[src/rtl/vga_greyscale_pipe_pkg.sv]
// vga_greyscale_pipe_pkg: mode/tint encodings and Q8 luma coefficients shared by the greyscale pipe.
package vga_greyscale_pipe_pkg;
    localparam logic [1:0] MODE_601 = 2'b00;
    localparam logic [1:0] MODE_709 = 2'b01;
    localparam logic [1:0] MODE_AVG = 2'b10;
    localparam logic [1:0] MODE_GRN = 2'b11;
    localparam logic [1:0] TINT_WHITE = 2'b00;
    localparam logic [1:0] TINT_GREEN = 2'b01;
    localparam logic [1:0] TINT_AMBER = 2'b10;
    localparam logic [1:0] TINT_WHITE_ALT = 2'b11;
    localparam logic [8:0] K601_R = 9'd77;
    localparam logic [8:0] K601_G = 9'd150;
    localparam logic [8:0] K601_B = 9'd29;
    localparam logic [8:0] K709_R = 9'd54;
    localparam logic [8:0] K709_G = 9'd183;
    localparam logic [8:0] K709_B = 9'd19;
    localparam logic [8:0] KAVG_R = 9'd85;
    localparam logic [8:0] KAVG_G = 9'd86;
    localparam logic [8:0] KAVG_B = 9'd85;
    localparam logic [8:0] KGRN_R = 9'd0;
    localparam logic [8:0] KGRN_G = 9'd256;
    localparam logic [8:0] KGRN_B = 9'd0;
    localparam int ROUND_Q8 = 128;
    typedef struct packed {
        logic [8:0] kr;
        logic [8:0] kg;
        logic [8:0] kb;
    } coef_t;
endpackage

[src/rtl/vga_greyscale_pipe_coef_rom.sv]
// vga_grey_coef_rom: combinational mode -> Q8 {Kr,Kg,Kb} lookup; every set sums to 256.
module vga_grey_coef_rom
    import vga_greyscale_pipe_pkg::*;
(
    input  logic [1:0] i_mode,
    output coef_t      o_coef
);
    always_comb begin
        o_coef = i_mode == MODE_601 ? coef_t'{K601_R, K601_G, K601_B} :
                 i_mode == MODE_709 ? coef_t'{K709_R, K709_G, K709_B} :
                 i_mode == MODE_AVG ? coef_t'{KAVG_R, KAVG_G, KAVG_B} :
                                      coef_t'{KGRN_R, KGRN_G, KGRN_B};
    end
endmodule

[src/rtl/vga_greyscale_pipe.sv]
// vga_greyscale_pipe: 3-stage RGB->luma converter with frame-aligned config and delayed sideband.
// Optional tint_in (white/green/amber) when GREY_TINT_EN is defined.
module vga_greyscale_pipe
    import vga_greyscale_pipe_pkg::*;
#(
    parameter int CW   = 10,
    parameter int SB_W = 3
) (
    input  logic            clk,
    input  logic            rst_n,
    input  logic            en_in,
    input  logic [1:0]      mode_in,
`ifdef GREY_TINT_EN
    input  logic [1:0]      tint_in,
`endif
    input  logic            frame_start_in,
    input  logic            valid_in,
    input  logic [CW-1:0]   r_in,
    input  logic [CW-1:0]   g_in,
    input  logic [CW-1:0]   b_in,
    input  logic [SB_W-1:0] sb_in,
    output logic            valid_out,
    output logic [CW-1:0]   r_out,
    output logic [CW-1:0]   g_out,
    output logic [CW-1:0]   b_out,
    output logic [CW-1:0]   y_out,
    output logic [SB_W-1:0] sb_out
);
    localparam int PW = CW + 9;
    localparam int SW = CW + 10;

    logic            r_cfg_en;
    logic [1:0]      r_cfg_mode;
    logic            w_en;
    logic [1:0]      w_mode;
    coef_t           w_coef;
    logic            r_s1_v, r_s2_v;
    logic            r_s1_en, r_s2_en;
    logic [SB_W-1:0] r_s1_sb, r_s2_sb;
    logic [CW-1:0]   r_s1_r, r_s1_g, r_s1_b, r_s2_r, r_s2_g, r_s2_b;
    logic [PW-1:0]   r_s1_pr, r_s1_pg, r_s1_pb;
    logic [SW-1:0]   r_s2_sum;
    logic [CW+1:0]   w_y_full;
    logic [CW-1:0]   w_y, w_tr, w_tg, w_tb;

    // The frame-start pixel already uses the config being loaded on that clock.
    assign w_en   = frame_start_in ? en_in : r_cfg_en;
    assign w_mode = frame_start_in ? mode_in : r_cfg_mode;

    vga_grey_coef_rom u_rom (
        .i_mode (w_mode),
        .o_coef (w_coef)
    );

`ifdef GREY_TINT_EN
    logic [1:0] r_cfg_tint, r_s1_tint, r_s2_tint;
    logic [1:0] w_tint;
    assign w_tint = frame_start_in ? tint_in : r_cfg_tint;
    always_ff @(posedge clk or negedge rst_n) begin
        if (!rst_n) begin
            r_cfg_tint <= TINT_WHITE;
            r_s1_tint  <= TINT_WHITE;
            r_s2_tint  <= TINT_WHITE;
        end else begin
            r_cfg_tint <= w_tint;
            r_s1_tint  <= w_tint;
            r_s2_tint  <= r_s1_tint;
        end
    end
    always_comb begin
        w_tr = r_s2_tint == TINT_GREEN ? w_y >> 2 : w_y;
        w_tg = r_s2_tint == TINT_AMBER ? w_y - (w_y >> 2) : w_y;
        w_tb = r_s2_tint == TINT_GREEN ? w_y >> 2 : r_s2_tint == TINT_AMBER ? '0 : w_y;
    end
`else
    always_comb begin
        w_tr = w_y;
        w_tg = w_y;
        w_tb = w_y;
    end
`endif

    assign w_y_full = r_s2_sum[SW-1:8];
    assign w_y      = |w_y_full[CW+1:CW] ? {CW{1'b1}} : w_y_full[CW-1:0];

    always_ff @(posedge clk or negedge rst_n) begin
        if (!rst_n) begin
            r_cfg_en   <= 1'b0;
            r_cfg_mode <= MODE_601;
            r_s1_v     <= 1'b0;
            r_s1_en    <= 1'b0;
            r_s1_sb    <= '0;
            r_s1_r     <= '0;
            r_s1_g     <= '0;
            r_s1_b     <= '0;
            r_s1_pr    <= '0;
            r_s1_pg    <= '0;
            r_s1_pb    <= '0;
            r_s2_v     <= 1'b0;
            r_s2_en    <= 1'b0;
            r_s2_sb    <= '0;
            r_s2_r     <= '0;
            r_s2_g     <= '0;
            r_s2_b     <= '0;
            r_s2_sum   <= '0;
            valid_out  <= 1'b0;
            sb_out     <= '0;
            r_out      <= '0;
            g_out      <= '0;
            b_out      <= '0;
            y_out      <= '0;
        end else begin
            r_cfg_en   <= w_en;
            r_cfg_mode <= w_mode;
            r_s1_v     <= valid_in;
            r_s1_en    <= w_en;
            r_s1_sb    <= sb_in;
            r_s1_r     <= r_in;
            r_s1_g     <= g_in;
            r_s1_b     <= b_in;
            r_s1_pr    <= PW'(r_in) * PW'(w_coef.kr);
            r_s1_pg    <= PW'(g_in) * PW'(w_coef.kg);
            r_s1_pb    <= PW'(b_in) * PW'(w_coef.kb);
            r_s2_v     <= r_s1_v;
            r_s2_en    <= r_s1_en;
            r_s2_sb    <= r_s1_sb;
            r_s2_r     <= r_s1_r;
            r_s2_g     <= r_s1_g;
            r_s2_b     <= r_s1_b;
            r_s2_sum   <= SW'(r_s1_pr) + SW'(r_s1_pg) + SW'(r_s1_pb) + SW'(ROUND_Q8);
            valid_out  <= r_s2_v;
            sb_out     <= r_s2_sb;
            y_out      <= r_s2_v ? w_y : '0;
            r_out      <= !r_s2_v ? '0 : r_s2_en ? w_tr : r_s2_r;
            g_out      <= !r_s2_v ? '0 : r_s2_en ? w_tg : r_s2_g;
            b_out      <= !r_s2_v ? '0 : r_s2_en ? w_tb : r_s2_b;
        end
    end
endmodule

[config.mk]
export PLATFORM = sky130hd
export DESIGN_NAME = vga_greyscale_pipe
export DESIGN_NICKNAME = d
export VERILOG_FILES = /design/src/rtl/vga_greyscale_pipe_pkg.sv /design/src/rtl/vga_greyscale_pipe_coef_rom.sv /design/src/rtl/vga_greyscale_pipe.sv
export SDC_FILE = /design/constraint.sdc
export NUM_CORES = 1
export LEC_CHECK = 0
export BUFFER_PORTS_ARGS = -buffer_cell sky130_fd_sc_hd__buf_2
export CAP_MARGIN = 20
export CORE_MARGIN = 1.5
export CORE_UTILIZATION = 35
export DETAILED_ROUTE_END_ITERATION = 10
export SKIP_CTS_REPAIR_TIMING = 1
export SYNTH_ARGS = -nofsm -noshare
export SYNTH_HDL_FRONTEND = slang
export SYNTH_SLANG_ARGS = --single-unit
[constraint.sdc]
create_clock -name clk -period 5.1 [get_ports clk]
set_input_delay 1.02 -clock clk [delete_from_list [all_inputs] [get_ports clk]]
set_output_delay 1.02 -clock clk [all_outputs]
set_load 0.1 [all_outputs]
==> reports/metrics.yaml <==
critical_path_required_ns: 5.43
grt_overflow: 0
power.leakage_nw: 8.73
synthesis.instances: 1253
worstSetupPathType: "in -> reg"
syn_area_um2: 13400
drtPass1Iterations: 5
floorplan.die.height_um: 199
synth-simple-area-share: 0.103
ys_dominant_reg_cell: "dfrtp_1"
post_synth_mux_area_share: 0.00308
timing.final.ws_setup_ns: -0.0699
routed-via-count: 9082
total_switching_power_mw: 5.16
placement.io_buffers: 83
filler_cell_count: 3556
drv_slew: 0
clock-skew-final_ns: 0.0120
run_status: "finished with violations"
number_of_antenna_violations_at_the_first_check_in_global_routing: 1
syn-mean-instance-area_um2: 10.7
yosysSeqAreaShare: 0.342
detail-route-antenna-nets: 0
worst_r2r_startpoint: "r_cfg_mode[1]"
cp-end-kind: "register"
failed_checks: "negative setup slack"
grt_usage: 0.157
synth_enable_flop_cells: 0
clk_transition_reported_paths_ns: 0.07
rsz0062_at_grt: "true"
post_dp_cell_area_um2: 15700
timing.slew.headroom: 0.483
max-vdd-ir-drop_mv: 0.485
rrSetupSlack_ns: 0.28
grt_pass1_vias: 9266
power.share.combinational: 0.704
crit_start: "frame_start_in"
clockRootBuffer: "clkbuf_16"
insertion_delay_ns: 0.44
finalCritPeriodShare: 1.01
initialDrtViolationCount: 365
x_dimension_of_the_die_um: 199
synth_top_area_cell: "dfrtp_1"
hold_viol: 0
tritoncts: "built"
wire_length_of_the_first_global_routing_pass_um: 47900
final-seq-area_um2: 4580
setup.worst_path.start_class: "input port"
syn_to_final_growth_pct: 25.8
synth_fp_nets: 1598
diodes: 0
core_um2: 37700
timing.reg2reg.worst_path_depth: 20
yosys.area.top_type_share: 0.342
fraction_of_the_mapped_netlist_area_in_compound_gates: 0.0794
clock_path_buffers: 2
netlist_top_cells_area: "dfrtp_1 (34%), fa_1 (21%), ha_1 (16%)"
design_area_final_um2: 16900
route.detailed.drc: 0
path_max_fanout: 5
max_cap_viol_count: 0
p_int_mw: 5.96
hold_path_class: "reg -> reg"
period_needed_ns: 5.17
avgRoutedWirePerCell_um: 15.1
postLayoutCoreUtil: 0.448
hold_start: "r_s1_g[0]"
synth.ff_latch_count: 183
per_cell_via_count_in_the_routed_design: 4.55
detailedPlace.worstSlack_ns: -0.653
core.rowCount: 71
cts-htree-levels: 4
switching_share: 0.464
clock_power_share: 0.112
tritoncts_num_sinks: 183
detail_route.wirelength_um: 30100
combinational_family_with_the_most_area_after_synthesis: "adder cells"
asyncSetResetFlopFracSynth: 1.00
cts_inserted_buffers: 17
synthAdderAreaFrac: 0.362
power-per-cell-area_nw_per_um2: 659
max_clock_freq_ghz: 0.193
timing.critical_path.to: "r_s1_pb[14]"
place.gp.congestion: 0.839
finalNetCount: 1818
share_of_cells_above_drive_strength_1: 0.250
synthesis.yosys.warnings: 0
worst_reg2reg_endpoint: "r_s1_pb[14]"
measured_slew_at_the_worst_slew_check_pin_ns: 0.776
arrival_ns: 5.50
final-setup-viol-count: 2
ios: 84
netlist-cell-type-count: 55
fin_tns_setup_ns: -0.121
pwr-share-seq: 0.184
multiInputGateArea_um2: 8390
grt_max_degree: 99
design.die.area_um2: 39500
fin_total_pwr_mw: 11.1
effective_utilization_at_floorplan: 0.356
yosys.area_share.xor_xnor: 0.0261
place_hpwl_um: 24200
-- through the flow --
stage,std cells,hold WS (ns)
5_1_grt,1996,0.348
3_5_place_dp,1950,0.335
6_report,1996,0.343
2_1_floorplan,1253,0.331
4_1_cts,1981,0.344
3_3_place_gp,1950,0.331
-- critical path: stages --
cell       delay, ns
buf_8           0.09
mux2i_4         0.29
clkinv_4        0.11
ha_4            0.22
buf_12          0.14
clkbuf_16       0.15
nand2b_4        0.15
fa_1            0.48
inv_1           0.05
fa_1            0.47
inv_1           0.05
fa_1            0.45
fa_1            0.53
inv_2           0.05
ha_4            0.23
nand2_2         0.06
o21bai_4        0.11
a21boi_2        0.08
o211a_1         0.25
or2_4           0.25
o311ai_1        0.25
-- layer usage --
layer / share of wire / track usage / vias up
li1: - / - / 4368
met1: 0.45 / 0.211 / 4522
met2: 0.48 / 0.263 / 147
met3: 0.027 / 0.0188 / 43
met4: 0.041 / 0.0502 / 2
met5: 0.00040 / 0 / -
-- placed cells by master, fill, tap and decap left out, drive strengths merged, types with 5 or more instances in the layout --
cell type,instances
a31oi,6
ha,167
dfrtp,183
nand2,81
nor2b,13
nor2,21
nand3,5
inv,283
o21bai,7
a21o,11
xor2,13
xnor2,27
o311ai,5
a211oi,7
nand3b,5
and2,74
nand2b,29
or2,5
a21oi,31
o21ai,31
clkbuf,21
fa,138
nor3,14
o211ai,5
o21a,36
buf,224
-- power by group through the flow --
stage | combinational [mW] | sequential (mW) | clock [mW]
after global routing | 8.74 | 2.08 | 1.34
after floorplan | 4.71 | 2.62 | 0
final | 7.83 | 2.04 | 1.25
after detailed placement | 7.30 | 2.08 | 0
after CTS | 7.37 | 2.05 | 1.28
after global placement | 7.22 | 2.07 | 0
-- cells in the mapped netlist, types with 2 or more instances --
cell type / n
nand3b_1: 5
ha_1: 167
nor3_1: 13
o311ai_1: 2
clkbuf_1: 24
a21oi_1: 30
and4_1: 2
fa_1: 138
o31ai_1: 2
o2111ai_1: 2
a21o_1: 11
o21ai_1: 2
and3_1: 3
xnor2_1: 27
nand2b_1: 29
and2_1: 74
a211oi_1: 7
or2_2: 5
dfrtp_1: 183
o21bai_1: 7
o311ai_0: 3
xor2_1: 13
nand4_1: 3
inv_1: 277
a2111oi_2: 2
mux2i_1: 3
o21a_1: 36
a2111oi_0: 2
a31oi_1: 6
nand2_1: 81
nor2_1: 21
nor2b_1: 13
o211ai_1: 5
o21ai_0: 29
nor3b_1: 2
nand3_1: 5
-- flip-flops by register name, indices dropped and copies added, names as in the netlist, 10 cells and up --
| register | count |
|---|---|
| r_s2_r | 10 |
| r_s2_g | 10 |
| r_s2_b | 10 |
| r_s1_pg | 19 |
| r_s1_pr | 18 |
| b_out | 10 |
| r_s1_b | 10 |
| y_out | 10 |
| r_out | 10 |
| r_s1_r | 10 |
| r_s1_g | 10 |
| r_s1_pb | 18 |
| g_out | 10 |
| r_s2_sum | 12 |
-- kinds of logic after synthesis --
logic type,Yosys count
muxes,4
adders and majority gates,305
buffers and inverters,302
xor gates and xnor gates,40
DFF,183
AOI/OAI and AO/OA,157
and+or+nand+nor,262
-- final cells by class --
| cell class | instances | share of cell area |
|---|---|---|
| Timing Repair Buffer | 226 | 0.0976 |
| Sequential cell | 183 | 0.272 |
| Inverter | 277 | 0.0622 |
| Multi-Input combinational cell | 768 | 0.497 |
| Clock buffer | 19 | 0.0269 |
| Clock inverter | 12 | 0.00653 |
| Tap cell | 511 | 0.0379 |
-- how the worst min path moves through the flow --
stage | to | slack, ns | cells past startpoint
finish | r_s2_g[0] | 0.34 | 0
global route | r_s2_r[8] | 0.35 | 0
detailed placement | r_s2_b[0] | 0.33 | 0
floorplan | r_s2_b[0] | 0.33 | 0
global placement | r_s2_sb[2] | 0.33 | 0
CTS | r_s2_b[6] | 0.34 | 0
Note: power is estimated with default switching activity, not from simulation.
